--- src/rtl/td4_sequencer.sv ---
// td4_sequencer: TD4-style 4-bit CPU sequencer with a req/ack program-ROM port.
// FSM IDLE -> FETCH -> EXEC, one instruction committed per EXEC cycle.
// Optional build macro TD4_HALT_DETECT_EN adds a HALT state that is entered on a
// self-looping jump and is left only by rst.
module td4_sequencer #(
  parameter logic [3:0] RESET_IP = 4'h0
) (
  input  logic       clk,
  input  logic       rst,
  input  logic       run,
  input  logic       step,
  input  logic [3:0] in_port,
  output logic       mem_req,
  output logic [3:0] mem_addr,
  input  logic       mem_ack,
  input  logic [7:0] mem_rdata,
  output logic [3:0] reg_a,
  output logic [3:0] reg_b,
  output logic [3:0] out_port,
  output logic [3:0] ip,
  output logic       cf,
  output logic       busy,
  output logic       retire,
  output logic       halted
);

`ifdef TD4_HALT_DETECT_EN
  typedef enum logic [1:0] {S_IDLE, S_FETCH, S_EXEC, S_HALT} state_t;
`else
  typedef enum logic [1:0] {S_IDLE, S_FETCH, S_EXEC} state_t;
`endif

  state_t      state_q, state_d;
  logic [3:0]  ip_q, ip_d;
  logic [3:0]  reg_a_q, reg_a_d;
  logic [3:0]  reg_b_q, reg_b_d;
  logic [3:0]  out_port_q, out_port_d;
  logic        cf_q, cf_d;
  logic [7:0]  ir_q, ir_d;
  logic        mem_req_q, mem_req_d;
  logic        busy_q, busy_d;
  logic        retire_q, retire_d;

  logic [3:0]  opcode;
  logic [3:0]  imm;
  logic [4:0]  sum_a;
  logic [4:0]  sum_b;

  assign opcode = ir_q[7:4];
  assign imm    = ir_q[3:0];
  // Carry is the fifth bit of the zero-extended 4+4 bit sum.
  assign sum_a  = {1'b0, reg_a_q} + {1'b0, imm};
  assign sum_b  = {1'b0, reg_b_q} + {1'b0, imm};

`ifdef TD4_HALT_DETECT_EN
  logic halted_q, halted_d;
  logic halt_hit;
  // A jump that is actually taken back onto its own address can never make progress.
  assign halt_hit = (state_q == S_EXEC) && (imm == ip_q) &&
                    ((opcode == 4'b1111) || ((opcode == 4'b1110) && !cf_q));
`endif

  // Next-state, instruction execute and registered-output decode.
  always_comb begin
    state_d    = state_q;
    ip_d       = ip_q;
    reg_a_d    = reg_a_q;
    reg_b_d    = reg_b_q;
    out_port_d = out_port_q;
    cf_d       = cf_q;
    ir_d       = ir_q;
    case (state_q)
      S_IDLE: begin
        if (run || step) state_d = S_FETCH;
      end
      S_FETCH: begin
        if (mem_ack) begin
          ir_d    = mem_rdata;
          state_d = S_EXEC;
        end
      end
      S_EXEC: begin
        ip_d = ip_q + 4'd1;
        cf_d = 1'b0;
        case (opcode)
          4'b0000: begin reg_a_d = sum_a[3:0]; cf_d = sum_a[4]; end
          4'b0001: reg_a_d = reg_b_q;
          4'b0010: reg_a_d = in_port;
          4'b0011: reg_a_d = imm;
          4'b0100: reg_b_d = reg_a_q;
          4'b0101: begin reg_b_d = sum_b[3:0]; cf_d = sum_b[4]; end
          4'b0110: reg_b_d = in_port;
          4'b0111: reg_b_d = imm;
          4'b1001: out_port_d = reg_b_q;
          4'b1011: out_port_d = imm;
          4'b1110: if (!cf_q) ip_d = imm;
          4'b1111: ip_d = imm;
          default: ;
        endcase
`ifdef TD4_HALT_DETECT_EN
        if (halt_hit)  state_d = S_HALT;
        else if (run)  state_d = S_FETCH;
        else           state_d = S_IDLE;
`else
        state_d = run ? S_FETCH : S_IDLE;
`endif
      end
      default: ;
    endcase
    // Outputs are registered from the upcoming state so they line up with it.
    mem_req_d = (state_d == S_FETCH);
    busy_d    = (state_d == S_FETCH) || (state_d == S_EXEC);
    retire_d  = (state_d == S_EXEC);
`ifdef TD4_HALT_DETECT_EN
    halted_d  = (state_d == S_HALT);
`endif
  end

  // State and architectural registers; reset wins over any same-cycle mem_ack.
  always_ff @(posedge clk) begin
    if (rst) begin
      state_q    <= S_IDLE;
      ip_q       <= RESET_IP;
      reg_a_q    <= 4'h0;
      reg_b_q    <= 4'h0;
      out_port_q <= 4'h0;
      cf_q       <= 1'b0;
      ir_q       <= 8'h00;
      mem_req_q  <= 1'b0;
      busy_q     <= 1'b0;
      retire_q   <= 1'b0;
`ifdef TD4_HALT_DETECT_EN
      halted_q   <= 1'b0;
`endif
    end else begin
      state_q    <= state_d;
      ip_q       <= ip_d;
      reg_a_q    <= reg_a_d;
      reg_b_q    <= reg_b_d;
      out_port_q <= out_port_d;
      cf_q       <= cf_d;
      ir_q       <= ir_d;
      mem_req_q  <= mem_req_d;
      busy_q     <= busy_d;
      retire_q   <= retire_d;
`ifdef TD4_HALT_DETECT_EN
      halted_q   <= halted_d;
`endif
    end
  end

  assign mem_req  = mem_req_q;
  assign mem_addr = ip_q;
  assign reg_a    = reg_a_q;
  assign reg_b    = reg_b_q;
  assign out_port = out_port_q;
  assign ip       = ip_q;
  assign cf       = cf_q;
  assign busy     = busy_q;
  assign retire   = retire_q;
`ifdef TD4_HALT_DETECT_EN
  assign halted   = halted_q;
`else
  assign halted   = 1'b0;
`endif

endmodule
--- config.mk ---
export PLATFORM = sky130hd
export DESIGN_NAME = td4_sequencer
export DESIGN_NICKNAME = d
export VERILOG_FILES = /design/src/rtl/td4_sequencer.sv
export SDC_FILE = /design/constraint.sdc
export NUM_CORES = 1
export LEC_CHECK = 0
export ABC_AREA = 1
export BUFFER_PORTS_ARGS = -buffer_cell sky130_fd_sc_hd__buf_4
export CAP_MARGIN = 0
export CELL_PAD_IN_SITES_DETAIL_PLACEMENT = 2
export CELL_PAD_IN_SITES_GLOBAL_PLACEMENT = 2
export CORE_MARGIN = 5
export CORE_UTILIZATION = 31
export CTS_CLUSTER_DIAMETER = 60
export DETAILED_ROUTE_END_ITERATION = 8
export PLACE_DENSITY_LB_ADDON = 0.1
export SYNTH_ARGS = -nofsm -noshare
export SYNTH_HDL_FRONTEND = slang
export SYNTH_SLANG_ARGS = --single-unit
export TNS_END_PERCENT = 50
--- constraint.sdc ---
create_clock -name clk -period 3.5 [get_ports clk]
set_input_delay 0.525 -clock clk [delete_from_list [all_inputs] [get_ports clk]]
set_output_delay 0.525 -clock clk [all_outputs]
set_load 0.05 [all_outputs]
=== Yosys cells after proc, flatten, opt, wreduce, memory -nomap -nowiden ===
Index checks and enable logic that the tools add are counted.

* Add/subtract/negate cells: 3
* Muxes and demuxes: 10
* Eq/ne operators: 15
* Reduce and logical (&&, ||, !) cells: 11

{| class="wikitable"
|+ Operator list
! operator !! number
|-
| 4-bit case mux with 4 select lines || 2
|-
| 4-bit by 3-bit == test with 1-bit output, second input constant || 4
|-
| 4-bit == test, second input constant || 4
|-
| 4-bit case mux with 2 select lines || 2
|-
| 4-bit by 4-bit adder with 5-bit output || 2
|-
| 4-bit by 2-bit == test with 1-bit output, second input constant || 2
|-
| 2-bit AND reduction || 4
|-
| 4-bit nonzero test || 2
|-
| 2-bit case mux with 3 select lines || 1
|-
| 4-bit by 1-bit adder with 4-bit output, second input constant || 1
|-
| 2-bit by 1-bit == test with 1-bit output, second input constant || 2
|-
| 2-bit == test, second input constant || 2
|-
| 4-bit by 1-bit == test with 1-bit output, second input constant || 1
|-
| 4-bit zero test || 1
|-
| 2-bit two-way mux || 2
|-
| 4-bit two-way mux || 1
|-
| 2-bit zero test || 1
|-
| 1-bit logical OR || 2
|-
| 1-bit case mux with 2 select lines || 1
|-
| 2-bit nonzero test || 1
|-
| 1-bit two-way mux || 1
|}

* Bits in registers: 30
* Input port bits: 17

=== Logic depth before layout (Yosys ltp) ===
Gate-level depths: netlist of run 1.

* Depth after elaboration: 5
* Depth in mapped cells: 10

=== Worst setup path after synthesis of run 1 ===
No wires, ideal clock.

* Path type: reg2reg
* From: register reg_b_q[0] (netlist: reg_b[0])
* To: register cf_q (netlist: cf)
* Stages on the path, launching flop included: 11
* Buffers on the path: 0
* Arrival time: 1,780 ps
* Clock period less this slack: 1,836 ps
* Path slack: 1,664 ps
* Library setup time: 56 ps
* Required time: 3,444 ps
* Path through: dfxtp_1 -> ha_1 -> inv_1 -> fa_1 -> inv_1 -> nand2_1 -> a21oi_1 -> o21ai_0 -> nand3_1 -> nand2_1 -> inv_1

* Longest elaborated chain between the ends: 2

{| class="wikitable"
|+ Ends and longest elaborated chain
! element !! line !! text
|-
| start, declared || 36 || <nowiki>logic [3:0] reg_b_q, reg_b_d;</nowiki>
|-
| start signal, assigned || 139 || <nowiki>reg_b_q <= reg_b_d;</nowiki>
|-
| 4-bit by 4-bit adder with 5-bit output || 53 || <nowiki>assign sum_b = {1'b0, reg_b_q} + {1'b0, imm};</nowiki>
|-
| 1-bit case mux with 2 select lines || 85 || <nowiki>case (opcode)</nowiki>
|-
| end signal, assigned || 127 || <nowiki>cf_q <= 1'b0;</nowiki>
|-
| end signal, assigned || 141 || <nowiki>cf_q <= cf_d;</nowiki>
|-
| end, declared || 38 || <nowiki>logic cf_q, cf_d;</nowiki>
|}

Every way passes these cells.
A chain may end at the register's enable or synchronous reset.

=== Worst setup path after layout of run 1 ===
* From: register ir_q[1]
* To: register cf_q (netlist: cf)

* Longest elaborated chain between the ends: 2

{| class="wikitable"
|+ Ends and longest elaborated chain
! element !! line !! text
|-
| start, declared || 39 || <nowiki>logic [7:0] ir_q, ir_d;</nowiki>
|-
| start signal, assigned || 142 || <nowiki>ir_q <= ir_d;</nowiki>
|-
| 4-bit by 4-bit adder with 5-bit output (on tied branches) || 53, 52 ||
|-
| 1-bit case mux with 2 select lines * || 85 ||
|}

Every way passes the cells marked *; elsewhere a longest branch is shown, timed or not.

==> flow_summary.ini, run 1 <==
[run_status]
outcome = finished clean

[clock_tree]
clk_pin_slew_worst_paths_ns = 0.07
cts_resized = 0
cts_setup_buffers = 0
cts_hold_buf = 0
cts_tree = built
clockBufferDepth = 2
htree_num_levels = 2
cts_root_buffer = clkbuf_8
numCtsBuffers = 5
clock_sinks = 30
clock_latency_ns = 0.29

[place]
dpl_cell_area_um2 = 2170
place_ws_ns = 1.69
gp_congestion = 0.770
hpwlAfterDp_mm = 4.87
io_buffers = 40

[worst_setup_path]
crit_top_cell = inv_1
critPathKind = register to register
critical_path_required_ns = 3.73
start_kind = register
cp.arrival_ns = 2.01
path_buf_inv = 3
end_kind = register
path_delay_family = flip-flops
cp_max_fo = 6
crit_path_top_delay_cell = dfxtp_1
crit_chain = inv_1 -> fa_1 -> inv_1 -> nand2_1 -> a21oi_1 -> o21ai_0 -> nand3_1 -> nand2_1 -> inv_1
slowest_delay_ns = 0.54

[route]
vias_per_cell = 4.90
dr_total_vias = 1863
firstDrtPassIters = 4
ant_nets = 0
drc = 0
drt_iter0_drc = 49
wirelength_mm = 6.21
wire_per_inst_um = 16.3

[global_routing]
antenna_found_initial = 0
grt_max_degree = 19
grt_first_pass_wirelength_mm = 10.1
overflow = 0
grt_pass1_vias = 2006
grt_use_total = 0.173

[floorplan]
rows = 28
die_x_um = 86.9
ios = 42
start_util = 0.314
die_h_um = 86.9
design.core.area_um2 = 5850
die_area_um2 = 7560

[synth]
synth_flop_cell = dfxtp_1
ys_warn_count = 0
syn_inst = 266
synth_area_um2 = 1830
synth-seq-cells = 30
synth.distinct_cells = 28
yosysSeqAreaShare = 0.327
syn_avg_cell_area_um2 = 6.90
synth_edf_count = 0
async_flop_share = 0
synth_nets = 296

[worst_hold_path]
hold_class = input pin to register

[final_layout]
drive_gt1_frac = 0.193
most-common-layout-cells = nand2_1, buf_4, inv_1
final_common_cell = nand2_1
final_util = 0.386
n_antenna_cell = 0
final_nets = 334
syn_to_final_growth_pct = 23.1
fin_area_um2 = 2260

[job]
max_cap_viol_count = 0

[pwr]
ir_worst_vdd_mv = 0.189
p_int_w = 0.000575
p_per_area_nw_per_um2 = 380
comb_power_share = 0.209
swShare = 0.330
clkPwrFrac = 0.347
p_leak_nw = 1.03
power_frac_seq = 0.445
p_sw_w = 0.000284

[sta]
setup_viol = 0
period_needed_ns = 1.77
clock.fmax_mhz = 565
skew_ns = 0.00630
rsz0062_at_grt = false
fin_ws_ns = 1.73
slew_headroom = 0.606
tightestPinTransition_ns = 0.590
maxSlewViolCount = 0
hold_viol = 0
layout_worst_path_cycle_share = 0.506
setup-tns-final_ns = 0
## stage by stage
stage / hold slack [ns] / total power [W] / instances
floorplan: 0.492 / 0.000510 / 266
global placement: 0.515 / 0.000567 / 372
detailed placement: 0.524 / 0.000570 / 372
CTS: 0.526 / 0.000870 / 380
global route: 0.539 / 0.000909 / 380
finish: 0.525 / 0.000859 / 380
## power groups by stage
stage / Combinational (W) / Sequential, W / Clock [W]
2_1_floorplan: 0.000100 / 0.000409 / 0
3_3_place_gp: 0.000179 / 0.000389 / 0
3_5_place_dp: 0.000180 / 0.000390 / 0
4_1_cts: 0.000182 / 0.000382 / 0.000306
5_1_grt: 0.000197 / 0.000385 / 0.000326
6_report: 0.000179 / 0.000382 / 0.000298
## worst register-to-register path, cell delays in order, from the launching register on
cell     delay, ns
dfxtp_1       0.54
inv_1         0.20
fa_1          0.45
inv_1         0.08
nand2_1       0.06
a21oi_1       0.12
o21ai_0       0.09
nand3_1       0.08
nand2_1       0.06
inv_1         0.05
## sequential cells by signal, summed over array words and instances, names as in the netlist
name / cells
busy: 1
cf: 1
ip: 4
ir_q: 8
mem_req: 1
out_port: 4
reg_a: 4
reg_b: 4
retire: 1
state_q: 2
## metal layers
metal  up-vias  track usage  wire length (um)
li1        941            -                 -
met1       884        0.225              3020
met2        30        0.291              2910
met4         0       0.0482                99
met5         -            0                 0
met3         8       0.0360               185
## cells in the mapped netlist, types with 2 or more instances
master    number  area share
o22ai_1        2      0.0068
nand3_1       22       0.060
o21ai_0       22       0.060
inv_1         33       0.068
nor2_1        23       0.047
nand4_1        2      0.0068
dfxtp_1       30        0.33
nand2_2        2      0.0068
fa_1           2       0.022
a31oi_1        6       0.020
buf_4          5       0.020
nand2_1       56        0.11
clkbuf_1       2      0.0041
o211ai_1       3       0.012
xor2_1         2      0.0096
o21bai_1       2      0.0082
ha_1          11       0.075
nor2_4         4       0.025
a21oi_1       25       0.068
inv_2          4      0.0082
## cell type report
| type | instances | area (um2) |
|---|---|---|
| tap | 75 | 93.8 |
| multi-input combinational | 190 | 1030 |
| timing repair buffer | 40 | 300 |
| inverter | 37 | 139 |
| clock buffer | 7 | 86.3 |
| fill | 734 | 3590 |
| clock inverter | 1 | 5.00 |
| sequential | 30 | 601 |
## worst paths after layout
kind	startpoint	to	slack, ns	depth (start not counted)
max	ir_q[1]	cf	1.73	9
min reg2reg	reg_a[3]	reg_a[3]	0.53	2
max reg2reg	ir_q[1]	cf	1.73	9
min	mem_rdata[2]	ir_q[2]	0.53	3
## cell families after synthesis
family | share of synthesized area
other | 0.00204
DFF | 0.327
xor gates and xnor gates | 0.0143
AOI/OAI and AO/OA | 0.184
buffers and inverters | 0.109
adders and majority gates | 0.0969
and+or+nand+nor | 0.266
(Power assumes the default switching activity.)
==> run 2, diff against run 1 <==
--- a/config.mk
+++ b/config.mk
@@ -11,7 +11,7 @@
 export CELL_PAD_IN_SITES_DETAIL_PLACEMENT = 2
 export CELL_PAD_IN_SITES_GLOBAL_PLACEMENT = 2
 export CORE_MARGIN = 5
-export CORE_UTILIZATION = 31
+export CORE_UTILIZATION = 26
 export CTS_CLUSTER_DIAMETER = 60
 export DETAILED_ROUTE_END_ITERATION = 8
 export PLACE_DENSITY_LB_ADDON = 0.1
==> constraint.sdc (replaced) <==
create_clock -name clk -period 1.5 [get_ports clk]
set_input_delay 0.225 -clock clk [delete_from_list [all_inputs] [get_ports clk]]
set_output_delay 0.225 -clock clk [all_outputs]
set_load 0.05 [all_outputs]
==> flow_summary.ini, run 2 (synthesis gave the netlist of run 1 again) <==
[run_status]
outcome = finished clean

[pwr]
p_leak_nw = 1.16
power_w = 0.00218
p_per_area_nw_per_um2 = 855
ir_worst_vdd_mv = 0.303

[worst_setup_path]
critPathKind = register to register
critical_path_required_ns = 1.70
cp_max_fo = 4
startpoint = ir_q[0]
reg2reg_slack_ns = 0.005
regToRegStartpoint = ir_q[0]
rr_endpoint = cf
ff2ff_path_depth = 8
cp.arrival_ns = 1.69
start_kind = register
crit_end = cf
end_kind = register

[sta]
period_needed_ns = 1.50
maxSlewViolCount = 0
fin_ws_ns = 0.00495
rsz0062_at_grt = true
hold_viol = 0
skew_ns = 0.00622
setup_viol = 0
layout_worst_path_cycle_share = 0.997
clock.fmax_mhz = 669

[clock_tree]
cts_hold_buf = 0
cts_tree = built
clock_latency_ns = 0.29
clock_sinks = 30
numCtsBuffers = 5
htree_num_levels = 2
cts_root_buffer = clkbuf_8
clk_pin_slew_worst_paths_ns = 0.07
clockBufferDepth = 2

[final_layout]
syn_to_final_growth_pct = 38.9
top_register = ir_q
final_util = 0.373
drive_gt1_frac = 0.301
most-common-layout-cells = buf_4, nand2_1, inv_1
instances_no_fill = 425
final_nets = 358
n_antenna_cell = 0
largest_register_ff_count = 8
final_common_cell = buf_4

[route]
drc = 0
ant_nets = 0
vias_per_cell = 4.64
firstDrtPassIters = 4
dr_total_vias = 1974
wirelength_mm = 6.80
wire_per_inst_um = 16.0
drt_iter0_drc = 36

[floorplan]
start_util = 0.268
die_x_um = 94.0
ios = 42
die_area_um2 = 8840
die_h_um = 94.0
rows = 30
design.core.area_um2 = 6830

[global_routing]
grt_max_degree = 15
overflow = 0
antenna_found_initial = 0
grt_use_total = 0.163
grt_pass1_vias = 2160
grt_first_pass_wirelength_mm = 10.9

[place]
io_buffers = 40
place_ws_ns = -0.123
hpwlAfterDp_mm = 5.44
dp.cells = 417
gp_congestion = 0.796

[job]
max_cap_viol_count = 0

[worst_hold_path]
hold_class = input pin to register
## run 2: cell types whose count changed in the layout (fill, tap and decap cells not counted), moves of 4 or more
cell     before  now
dfxtp_1      30   21
dfxtp_2       0    5
dfxtp_4       0    4
buf_4        40   64
## run 2: final cells by class
| class | instances | area (um2) |
|---|---|---|
| inverter | 37 | 139 |
| clock buffer | 8 | 110 |
| multi-input combinational | 190 | 1080 |
| tap | 96 | 120 |
| fill | 846 | 4280 |
| sequential | 30 | 622 |
| timing repair buffer | 64 | 480 |
## run 2: how the worst min path moves through the flow
stage / from / cells after the start / to
after floorplan: rst / 3 / cf
after global placement: mem_rdata[3] / 3 / ir_q[3]
after detailed placement: reg_b[3] / 2 / out_port[3]
after CTS: mem_rdata[4] / 3 / ir_q[4]
after global routing: mem_rdata[7] / 3 / ir_q[7]
final: mem_rdata[4] / 3 / ir_q[4]
## run 2: timing repair
item,CTS,global route
buffers inserted,0,0
pin swaps,0,1
setup endpoints to repair,4,9
gates resized for setup,8,5
hold endpoints to repair,0,0
## run 2: report_power, final
part           leakage, nW  internal [W]  switching [W]
Combinational        0.850      0.000186       0.000311
Clock               0.0575      0.000463       0.000335
Sequential           0.250      0.000833      0.0000492
## run 2: worst max-delay path, stage by stage (launching register included)
cell     delay, ns
dfxtp_4       0.37
ha_4          0.16
fa_2          0.36
a21oi_2       0.14
nor2_1        0.05
o21ai_1       0.13
nand3_1       0.09
nand2_1       0.06
inv_1         0.03
## run 2: per-layer routing
layer / global-route usage / wire, um / share of wire / vias to the layer above
met5: 0 / 0 / 0 / -
met4: 0.0554 / 115 / 0.017 / 0
met2: 0.268 / 3210 / 0.47 / 34
met3: 0.0377 / 222 / 0.033 / 11
li1: - / - / - / 990
met1: 0.207 / 3250 / 0.48 / 939
## run 2: through the flow
stage / setup TNS [ns] / hold WS (ns) / area (um2)
3_5_place_dp: -0.189 / 0.508 / 2400
4_1_cts: -0.000405 / 0.212 / 2540
2_1_floorplan: -0.115 / 0.370 / 1860
3_3_place_gp: -0.0949 / 0.508 / 2400
6_report: 0 / 0.216 / 2550
5_1_grt: -0.164 / 0.238 / 2550
==> run 3, diff against run 2 <==
--- a/config.mk
+++ b/config.mk
@@ -14,7 +14,7 @@
 export CORE_UTILIZATION = 26
 export CTS_CLUSTER_DIAMETER = 60
 export DETAILED_ROUTE_END_ITERATION = 8
-export PLACE_DENSITY_LB_ADDON = 0.1
+export PLACE_DENSITY = 0.8
 export SYNTH_ARGS = -nofsm -noshare
 export SYNTH_HDL_FRONTEND = slang
 export SYNTH_SLANG_ARGS = --single-unit
==> flow_summary.ini, run 3 (synthesis gave the netlist of run 1 again) <==
[floorplan]
ios = 42
die_x_um = 94.0
rows = 30
die_h_um = 94.0
start_util = 0.268
die_area_um2 = 8840
design.core.area_um2 = 6830

[worst_setup_path]
rr_endpoint = cf
critPathKind = register to register
start_kind = register
end_kind = register
cp_max_fo = 3
cp.arrival_ns = 1.78
regToRegStartpoint = ir_q[0]
ff2ff_path_depth = 8
critical_path_required_ns = 1.68
reg2reg_slack_ns = -0.1

[pwr]
ir_worst_vdd_mv = 0.339
p_per_area_nw_per_um2 = 830
p_leak_nw = 1.14

[place]
dpl_cell_area_um2 = 2390
gp_congestion = 0.846
io_buffers = 40
hpwlAfterDp_mm = 5.60

[clock_tree]
numCtsBuffers = 5
htree_num_levels = 2
cts_tree = built
cts_setup_buffers = 0
clock_sinks = 30
cts_root_buffer = clkbuf_8
cts_hold_buf = 0
clock_latency_ns = 0.29
clk_pin_slew_worst_paths_ns = 0.06
clockBufferDepth = 2

[route]
dr_total_vias = 2038
drt_iter0_drc = 60
firstDrtPassIters = 4
vias_per_cell = 4.82
drc = 0
wire_per_inst_um = 16.9
wirelength_mm = 7.15
ant_nets = 0

[sta]
setup_viol = 1
hold_viol = 0
skew_ns = 0.00962
clock.fmax_mhz = 625
layout_worst_path_cycle_share = 1.07
period_needed_ns = 1.60
maxSlewViolCount = 0
fin_ws_ns = -0.0992
hold_ws_ns = 0.224
rsz0062_at_grt = true

[global_routing]
overflow = 0
antenna_found_initial = 0
grt_pass1_vias = 2290
grt_first_pass_wirelength_mm = 11.6
grt_max_degree = 15
grt_use_total = 0.171

[final_layout]
final_common_cell = buf_4
largest_register_ff_count = 8
most-common-layout-cells = buf_4, nand2_1, inv_1
drive_gt1_frac = 0.309
n_antenna_cell = 0
final_nets = 356
syn_to_final_growth_pct = 37.4
top_register = ir_q
final_util = 0.369
fin_area_um2 = 2520

[run_status]
violations = negative setup slack
outcome = finished with violations

[worst_hold_path]
whs_path_depth = 3
holdCritStartpoint = mem_rdata[1]
hold_class = input pin to register
whs_endpoint = ir_q[1]

[job]
max_cap_viol_count = 0
## run 3: cell count changes in the layout (fill, tap and decap cells not counted), moves of 2 or more
cell | before | now
dfxtp_2 | 5 | 7
dfxtp_1 | 21 | 19
buf_4 | 64 | 62
clkbuf_8 | 8 | 6
## run 3: critical path: stages, from the launching register on
cell and delay (ns):
dfxtp_4 0.37, ha_4 0.16, fa_2 0.36, a21oi_2 0.15, nor2_1 0.05, o21ai_1 0.17, nand3_1 0.10, nand2_1 0.08
inv_1 0.05
## run 3: metrics by stage
| stage | TNS [ns] | setup slack (ns) | total power (W) | instances |
|---|---|---|---|---|
| 4_1_cts | -0.104 | -0.104 | 0.00212 | 423 |
| 3_5_place_dp | -0.292 | -0.249 | 0.00138 | 415 |
| 6_report | -0.0992 | -0.0992 | 0.00209 | 423 |
| 5_1_grt | -0.249 | -0.157 | 0.00220 | 423 |
| 2_1_floorplan | -0.115 | -0.0668 | 0.00119 | 266 |
| 3_3_place_gp | -0.0603 | -0.0603 | 0.00136 | 415 |
## run 3: power breakdown
part           switching (W)  internal, W  total, W  leakage (nW)
Clock               0.000345     0.000370  0.000715        0.0515
Combinational       0.000316     0.000179  0.000495         0.839
Sequential         0.0000496     0.000833  0.000883         0.251
## run 3: final cells by class
type,count,area (um2)
fillers,825,4310
multi-input cells,190,1080
flip-flops and latches,30,624
repair buffers,62,465
inverters,37,139
well taps,96,120
clock buffers,6,82.6
clock inverters,2,11.3
## run 3: worst max-delay path by stage
stage	start	slack (ns)	end	cells after the start
finish	ir_q[0]	-0.1	cf	8
global route	ir_q[0]	-0.16	cf	8
detailed placement	ir_q[0]	-0.25	cf	8
CTS	reg_a[0]	-0.10	cf	8
global placement	ir_q[0]	-0.06	cf	8
floorplan	reg_a[0]	-0.07	cf	8
## run 3: metal layers
metal	part of all wire	global-route usage
met1	0.43	0.192
met2	0.51	0.316
met3	0.034	0.0321
met4	0.026	0.0650
met5	0	0
## run 3: repair_timing
item | 4_1_cts | 5_1_grt
pin swaps | 1 | 3
endpoints found under the setup margin | 4 | 10
gates resized for setup | 4 | 13
